--- src/rtl/seq_mult_param.sv ---
// Sequential digit-serial multiplier: one DIGIT x DIGIT partial product per cycle, accumulated into a 2*WIDTH result.
// Optional macro SIGNED_MODE_EN adds the sgn port for two's-complement operands (sign-magnitude with negation on completion).
module seq_mult_param #(
  parameter int WIDTH = 16,
  parameter int DIGIT = 4
) (
  input  logic               clk,
  input  logic               rst,
  input  logic               st,
  input  logic [WIDTH-1:0]   a,
  input  logic [WIDTH-1:0]   b,
`ifdef SIGNED_MODE_EN
  input  logic               sgn,
`endif
  output logic [2*WIDTH-1:0] answer,
  output logic               busy,
  output logic               done
);

  localparam int ND = WIDTH / DIGIT;
  localparam int IW = (ND > 1) ? $clog2(ND) : 1;
  localparam int PW = 2 * WIDTH;
  localparam logic [IW-1:0] LAST = IW'(ND - 1);

  typedef enum logic [1:0] {IDLE, CALC, FIN} state_t;

  state_t            state_q, state_d;
  logic [WIDTH-1:0]  a_q, a_d, b_q, b_d;
  logic [PW-1:0]     acc_q, acc_d;
  logic [IW-1:0]     i_q, i_d, j_q, j_d;
  logic              neg_q, neg_d;
  logic [PW-1:0]     answer_q, answer_d;
  logic              busy_q, busy_d;
  logic              done_q, done_d;

  logic              sgn_in;
  logic [DIGIT-1:0]  a_dig, b_dig;
  logic [2*DIGIT-1:0] pp;
  logic [PW-1:0]     pp_shifted;

`ifdef SIGNED_MODE_EN
  assign sgn_in = sgn;
`else
  assign sgn_in = 1'b0;
`endif

  // Operands are stored as magnitudes; -2^(WIDTH-1) maps onto itself, which reads correctly as unsigned.
  function automatic logic [WIDTH-1:0] magnitude(input logic [WIDTH-1:0] v, input logic signed_op);
    return (signed_op && v[WIDTH-1]) ? (~v + WIDTH'(1)) : v;
  endfunction

  function automatic logic [PW-1:0] apply_sign(input logic [PW-1:0] v, input logic negate);
    return negate ? (~v + PW'(1)) : v;
  endfunction

  always_comb begin
    state_d  = state_q;
    a_d      = a_q;
    b_d      = b_q;
    acc_d    = acc_q;
    i_d      = i_q;
    j_d      = j_q;
    neg_d    = neg_q;
    answer_d = answer_q;
    busy_d   = busy_q;
    done_d   = 1'b0;

    a_dig      = a_q[int'(i_q)*DIGIT +: DIGIT];
    b_dig      = b_q[int'(j_q)*DIGIT +: DIGIT];
    pp         = (2*DIGIT)'(a_dig) * (2*DIGIT)'(b_dig);
    pp_shifted = PW'(pp) << (DIGIT * (int'(i_q) + int'(j_q)));

    case (state_q)
      IDLE: begin
        if (st) begin
          a_d     = magnitude(a, sgn_in);
          b_d     = magnitude(b, sgn_in);
          neg_d   = sgn_in & (a[WIDTH-1] ^ b[WIDTH-1]);
          acc_d   = '0;
          i_d     = '0;
          j_d     = '0;
          busy_d  = 1'b1;
          state_d = CALC;
        end
      end
      CALC: begin
        acc_d = acc_q + pp_shifted;
        if (j_q == LAST) begin
          j_d = '0;
          if (i_q == LAST) state_d = FIN;
          else             i_d = i_q + IW'(1);
        end else begin
          j_d = j_q + IW'(1);
        end
      end
      FIN: begin
        answer_d = apply_sign(acc_q, neg_q);
        done_d   = 1'b1;
        busy_d   = 1'b0;
        state_d  = IDLE;
      end
      default: begin
        busy_d  = 1'b0;
        state_d = IDLE;
      end
    endcase
  end

  always_ff @(posedge clk or negedge rst) begin
    if (!rst) begin
      state_q  <= IDLE;
      a_q      <= '0;
      b_q      <= '0;
      acc_q    <= '0;
      i_q      <= '0;
      j_q      <= '0;
      neg_q    <= 1'b0;
      answer_q <= '0;
      busy_q   <= 1'b0;
      done_q   <= 1'b0;
    end else begin
      state_q  <= state_d;
      a_q      <= a_d;
      b_q      <= b_d;
      acc_q    <= acc_d;
      i_q      <= i_d;
      j_q      <= j_d;
      neg_q    <= neg_d;
      answer_q <= answer_d;
      busy_q   <= busy_d;
      done_q   <= done_d;
    end
  end

  assign answer = answer_q;
  assign busy   = busy_q;
  assign done   = done_q;

endmodule

--- config.mk ---
export PLATFORM = sky130hd
export DESIGN_NAME = seq_mult_param
export DESIGN_NICKNAME = d
export VERILOG_FILES = /design/src/rtl/seq_mult_param.sv
export SDC_FILE = /design/constraint.sdc
export NUM_CORES = 1
export LEC_CHECK = 0
export BUFFER_PORTS_ARGS = -buffer_cell sky130_fd_sc_hd__buf_4
export CORE_MARGIN = 2
export CORE_UTILIZATION = 54
export DETAILED_ROUTE_END_ITERATION = 16
export PLACE_DENSITY = 0.84
export SETUP_SLACK_MARGIN = 0.02
export SYNTH_ARGS = -nofsm -noshare
export SYNTH_HDL_FRONTEND = slang
export SYNTH_SLANG_ARGS = --single-unit
--- constraint.sdc ---
create_clock -name clk -period 5.18 [get_ports clk]
set_clock_uncertainty 0.2 [all_clocks]
set_input_delay 1.554 -clock clk [delete_from_list [all_inputs] [get_ports clk]]
set_output_delay 1.554 -clock clk [all_outputs]
set_load 0.05 [all_outputs]
Word level (Yosys, flattened, before mapping)
Index checks and enable logic that the tools add are counted.

Input bits: 35. Logic and storage cells: 48. Register bits: 104.

Muxes and demuxes: 15. Shift operators: 3. $mul: 1. $add $sub $neg: 4. Bitwise logic cells: 1. Reduce and logical (&&, ||, !) cells: 7. Equality and inequality tests: 8.

Operators with widths (count): $pmux 32 s2 (1); $add 32x32->32 (1); $mux 32 (1); $shiftx 16x5->4 (2); $shl 8x5->32 (1); $mux 2 (7); $pmux 2 s2 (3); $mul 4x4->8 (1); $ne 2x2->1 const B (4); $eq 2x2->1 const B (3); $reduce_and 2->1 (3); $add 2x1->2 const B (2); $reduce_and 4->1 (1); $add 2x2->3 (1); $reduce_and 3->1 (1); $eq 2x1->1 const B (1); $logic_not 2->1 (1); $mux 1 (2); $pmux 1 s2 (1); $reduce_bool 2->1 (1); $not 1->1 (1).

Logic depth before layout (Yosys ltp)
Depth after elaboration: 5. Gate-level depth with buffers: 26. Mapped depth without buffers: 25.

Least setup slack after synthesis
No wires, ideal clock.

Path type: register -> register. Start: register i_q[0]. End: register acc_q[24]. Stages on the path, launching flop included: 25. Data arrival time: 5311 ps. Required time: 4879 ps. Clock period less this slack: 5611 ps. Slack: -431 ps. Buffers on the path: 1. Path through: dfrtp_1 > clkbuf_1 > mux4_2 > nand2_1 > fa_1 > inv_1 > fa_1 > ha_1 > a21o_1 > a21oi_1 > o21bai_1 > a21oi_1 > xnor2_1 > a21oi_2 > nor2_1 > ha_1 > a21oi_1 > nor3b_1 > a221oi_2 > nand2_1 > nand4b_1 > a31oi_1 > nor3_1 > o21a_1 > o32ai_1.

Cells in the longest elaborated chain, start to end: 5. Elaborated cells between the ends (all ways): 6. Classes of those cells: add/sub (2); mul (1); shift (2); mux (1).

RTL lines: start: declaration (line 30) `logic [IW-1:0] i_q, i_d, j_q, j_d;`; start signal: assignment (line 126) `i_q <= i_d;`; $shiftx 16x5->4 (line 68) `a_dig = a_q[int'(i_q)*DIGIT +: DIGIT];`; $mul 4x4->8 (line 70) `pp = (2*DIGIT)'(a_dig) * (2*DIGIT)'(b_dig);`; $shl 8x5->32 * (line 71) `pp_shifted = PW'(pp) << (DIGIT * (int'(i_q) + int'(j_q)));`; $add 32x32->32 * (line 87) `acc_d = acc_q + pp_shifted;`; $pmux 32 s2 * (line 73) `case (state_q)`; end signal: assignment (line 114) `acc_q <= '0;`; end signal: assignment (line 125) `acc_q <= acc_d;`; end: declaration (line 29) `logic [PW-1:0] acc_q, acc_d;`.

Every way passes the cells marked *; elsewhere a longest branch is shown, timed or not. A chain may end at the register's enable or synchronous reset.

Worst setup path after layout
Start: register j_q[0]. End: register acc_q[27].

Cells in the longest elaborated chain, start to end: 5. Elaborated cells between the ends (all ways): 6. Classes of those cells: add/sub (2); mul (1); shift (2); mux (1).

RTL lines: start: declaration (line 30); start signal: assignment (line 127) `j_q <= j_d;`; $shiftx 16x5->4 (line 69) `b_dig = b_q[int'(j_q)*DIGIT +: DIGIT];`; $mul 4x4->8 (line 70); $shl 8x5->32 * (line 71); $add 32x32->32 * (line 87); $pmux 32 s2 * (line 73).

Marked as above.

==> flow_summary.html <==
<table>
<tr><th>Metric</th><th>Value</th></tr>
<tr><th colspan="2">Synth</th></tr>
<tr><td>Syn_nets</td><td>694</td></tr>
<tr><td>Synth Register Bits</td><td>104</td></tr>
<tr><td>Cells after synthesis</td><td>607</td></tr>
<tr><td>Part of the Yosys area used for sequential elements</td><td>40.7%</td></tr>
<tr><td>Fraction of synthesis flops using an asynchronous set or reset pin</td><td>100%</td></tr>
<tr><td>Area share of the leading cell type in the synthesized netlist</td><td>40.7%</td></tr>
<tr><td>Area contributors post-synth</td><td>dfrtp_1 (41%), mux2_2 (11%), ha_1 (9.0%), nand2_1 (3.5%), mux4_2 (2.8%)</td></tr>
<tr><td>Number of synthesized flops with an enable pin</td><td>0</td></tr>
<tr><td>Cell area after technology mapping</td><td>6400 µm²</td></tr>
<tr><td>Mean post-synth cell area</td><td>around 11 µm²</td></tr>
<tr><td>Number of warning messages in the yosys log</td><td>0</td></tr>
<tr><td>Leading register cell type out of synthesis</td><td>dfrtp_1</td></tr>
<tr><td>Synth unique cells</td><td>58</td></tr>
<tr><td>Cell type with the highest aggregate area in the netlist</td><td>dfrtp_1</td></tr>
<tr><th colspan="2">Worst setup path</th></tr>
<tr><td>Critical path class</td><td>reg2reg</td></tr>
<tr><td>Crit path max fanout</td><td>4</td></tr>
<tr><td>Worst path arrival time</td><td>5990 ps</td></tr>
<tr><td>Kind of capture point of the worst setup path</td><td>register</td></tr>
<tr><td>Startpoint types</td><td>register</td></tr>
<tr><td>Required time at the worst-slack endpoint</td><td>5210 ps</td></tr>
<tr><td>Cell with the largest stage delay on the worst path</td><td>fa_2</td></tr>
<tr><td>CP most frequent cell</td><td>buf_4</td></tr>
<tr><td>CP peak stage delay</td><td>590 ps</td></tr>
<tr><th colspan="2">Global routing</th></tr>
<tr><td>Number of global-route vias before repair</td><td>5650</td></tr>
<tr><td>Total global routing overflow</td><td>0</td></tr>
<tr><td>Wire length of the first global-routing pass</td><td>26800 µm</td></tr>
<tr><td>Antenna violations before repair</td><td>0</td></tr>
<tr><td>Global-route total usage across every layer</td><td>26.2%</td></tr>
<tr><td>Maximum number of pins on one net before global-route repair</td><td>81</td></tr>
<tr><th colspan="2">Drt</th></tr>
<tr><td>Number of DRC markers after the initial detailed-route iteration</td><td>463</td></tr>
<tr><td>Count of vias placed by the detailed router</td><td>approximately 5700</td></tr>
<tr><td>Average via count per standard cell</td><td>6.20</td></tr>
<tr><td># DRC</td><td>0</td></tr>
<tr><td>First-pass iteration count of the detailed router</td><td>5</td></tr>
<tr><td>DRT antenna net count</td><td>0</td></tr>
<tr><td>Final Routed Wirelength</td><td>19300 µm</td></tr>
<tr><td>WL per Instance</td><td>20.9 µm</td></tr>
<tr><th colspan="2">Job</th></tr>
<tr><td>Max-cap violations</td><td>0</td></tr>
<tr><th colspan="2">Cells and area</th></tr>
<tr><td>Area growth, synth to finish</td><td>38.4%</td></tr>
<tr><td>Final nets</td><td>roughly 870</td></tr>
<tr><td>Layout cells sized above 1</td><td>50.4%</td></tr>
<tr><td>ANT cells</td><td>0</td></tr>
<tr><td>FILL cells</td><td>620</td></tr>
<tr><td>Most common library cell in the layout ignoring fill and taps</td><td>buf_4</td></tr>
<tr><td>Fin cells</td><td>926</td></tr>
<tr><td>Leading cell types in the layout, fill and taps excluded</td><td>buf_4 (175), dfrtp_1 (102), mux2_2 (64), nand2_1 (56), nor2_1 (36)</td></tr>
<tr><th colspan="2">STA</th></tr>
<tr><td>Clock period minus worst slack</td><td>5950 ps</td></tr>
<tr><td>Setup repair after global routing missed its margin</td><td>true</td></tr>
<tr><td>Slew at the pin closest to its max-slew limit</td><td>between 900 and 1000 ps</td></tr>
<tr><td>Slack of the critical path</td><td>-774 ps</td></tr>
<tr><td>Max_slew headroom</td><td>34.7%</td></tr>
<tr><td>Final setup violation count</td><td>21</td></tr>
<tr><td>Max-slew violation total from the final report</td><td>0</td></tr>
<tr><td>Accumulated negative setup slack</td><td>-11800 ps</td></tr>
<tr><td>Final count of hold timing violations</td><td>0</td></tr>
<tr><td>Period utilization</td><td>115%</td></tr>
<tr><td>FMAX</td><td>0.168 GHz</td></tr>
<tr><th colspan="2">Clock tree</th></tr>
<tr><td>Insertion delay of the later-clocked pin in the worst-skew pair</td><td>360 ps</td></tr>
<tr><td># hold bufs at CTS</td><td>0</td></tr>
<tr><td>Clock root buffer</td><td>clkbuf_16</td></tr>
<tr><td>Largest buffer count on any clock path</td><td>2</td></tr>
<tr><td>CTS clk-pin slew, worst paths</td><td>70 ps</td></tr>
<tr><td>CTS tree</td><td>yes</td></tr>
<tr><td>Maximum level of the CTS H-tree</td><td>3</td></tr>
<tr><td>Num CTS Buffers</td><td>9</td></tr>
<tr><td>Number of clock sinks seen by CTS</td><td>104</td></tr>
<tr><th colspan="2">Outcome</th></tr>
<tr><td>Violated checks</td><td>setup timing</td></tr>
<tr><td>Run status</td><td>finished with violations</td></tr>
<tr><th colspan="2">Placement</th></tr>
<tr><td>Final weighted congestion in routability-driven placement</td><td>0.951</td></tr>
<tr><td>Placed wire-length estimate after detailed placement</td><td>11000 µm</td></tr>
<tr><td>Cell count after placement</td><td>868</td></tr>
<tr><td>I/O Buffers</td><td>68</td></tr>
<tr><th colspan="2">Die</th></tr>
<tr><td>Die boundary width</td><td>113 µm</td></tr>
<tr><td>Die Height</td><td>approximately 110 µm</td></tr>
<tr><td>Placeable Area</td><td>11500 µm²</td></tr>
<tr><td>Die Area</td><td>~13000 µm²</td></tr>
<tr><td>Top-Level Pins</td><td>69</td></tr>
<tr><td>Initial standard-cell utilization of the core</td><td>55.8%</td></tr>
<tr><td>Std-Cell Rows</td><td>39</td></tr>
<tr><th colspan="2">Worst hold path</th></tr>
<tr><td>Path class of the lowest-slack min-delay path</td><td>reg2reg</td></tr>
</table>
[logic make-up after synthesis]
family / Yosys count / synth area share (%)
AND/OR/NAND/NOR: 166 / 12.1
AO/OA/AOI/OAI: 136 / 14.6
buffers and inverters: 44 / 3.09
multiplexers: 74 / 14.4
adder cells (fa/ha/maj): 52 / 10.9
flip-flops: 104 / 40.7
XOR/XNOR: 31 / 4.24
[synth_stat cells, types with 8 or more instances]
master	number
o21ai_0	18
o22ai_1	19
mux4_2	8
ha_1	46
dfrtp_1	104
nor2_1	45
mux2_2	64
nand2_1	60
xnor2_1	17
xor2_1	14
clkbuf_1	21
o21ai_1	9
and2_1	15
inv_1	17
a21o_1	10
a21oi_1	34
[per-layer routing]
layer	global-route usage [%]	share of wire [%]	up-vias
li1	-	-	2525
met1	31.7	37	2807
met2	45.1	51	302
met3	4.98	6.2	105
met4	12.8	5.6	0
met5	0	0	-
[sequential cells by signal, indices dropped and copies added (netlist names)]
signal   flops
a_q         16
busy         1
i_q          2
state_q      2
answer      32
acc_q       32
done         1
j_q          2
b_q         16
[metrics by stage]
stage | setup WS, ps | hold slack [ps] | cell area (µm²) | utilization, %
5_1_grt | -960 | 327 | 8850 | 77.2
6_report | -774 | 307 | 8850 | 77.2
3_5_place_dp | -611 | 280 | 7590 | 66.2
4_1_cts | -342 | 297 | 8320 | 72.6
3_3_place_gp | -396 | 274 | 7590 | 66.2
2_1_floorplan | -85.2 | 271 | 6470 | -
[cell type report]
type	count	area, µm²	share of cell area (%)
clock buffers	11	243	2.74
repair buffers	187	1450	16.4
multi-input cells	459	4250	48.0
well taps	143	179	2.02
clock inverters	5	62.6	0.707
inverters	17	63.8	0.721
flip-flops and latches	104	2610	29.4
[worst max-delay path: cells and delay by family, from the launching register on]
kind | cells | cell delay [ps]
compound gates | 6 | 880
xor+xnor | 2 | 390
fa+ha+maj | 4 | 1780
buf+inv | 6 | 660
flops | 1 | 460
mux | 1 | 440
simple gates | 7 | 990
[timing repair]
action                                  in CTS  in global routing
endpoints found under the setup margin      22                 26
pin swaps                                   50                 69
gates resized for setup                     56                 71
buffers inserted                            28                 20
[path summary, 6_finish.rpt]
check | start | endpoint | slack [ps] | depth (start not counted)
worst max-delay path | j_q[0] | acc_q[27] | -770 | 26
worst min-delay path | answer[20] | answer[20] | 310 | 1
worst max register to register | j_q[0] | acc_q[27] | -770 | 26
worst min register to register | answer[20] | answer[20] | 310 | 1
max in group asynchronous | rst | a_q[1] | 2700 | 2
min in group asynchronous | rst | acc_q[22] | 1160 | 1
Power is not shown: default switching activity piles up to over one toggle a cycle in this logic, so the estimate is an artifact.
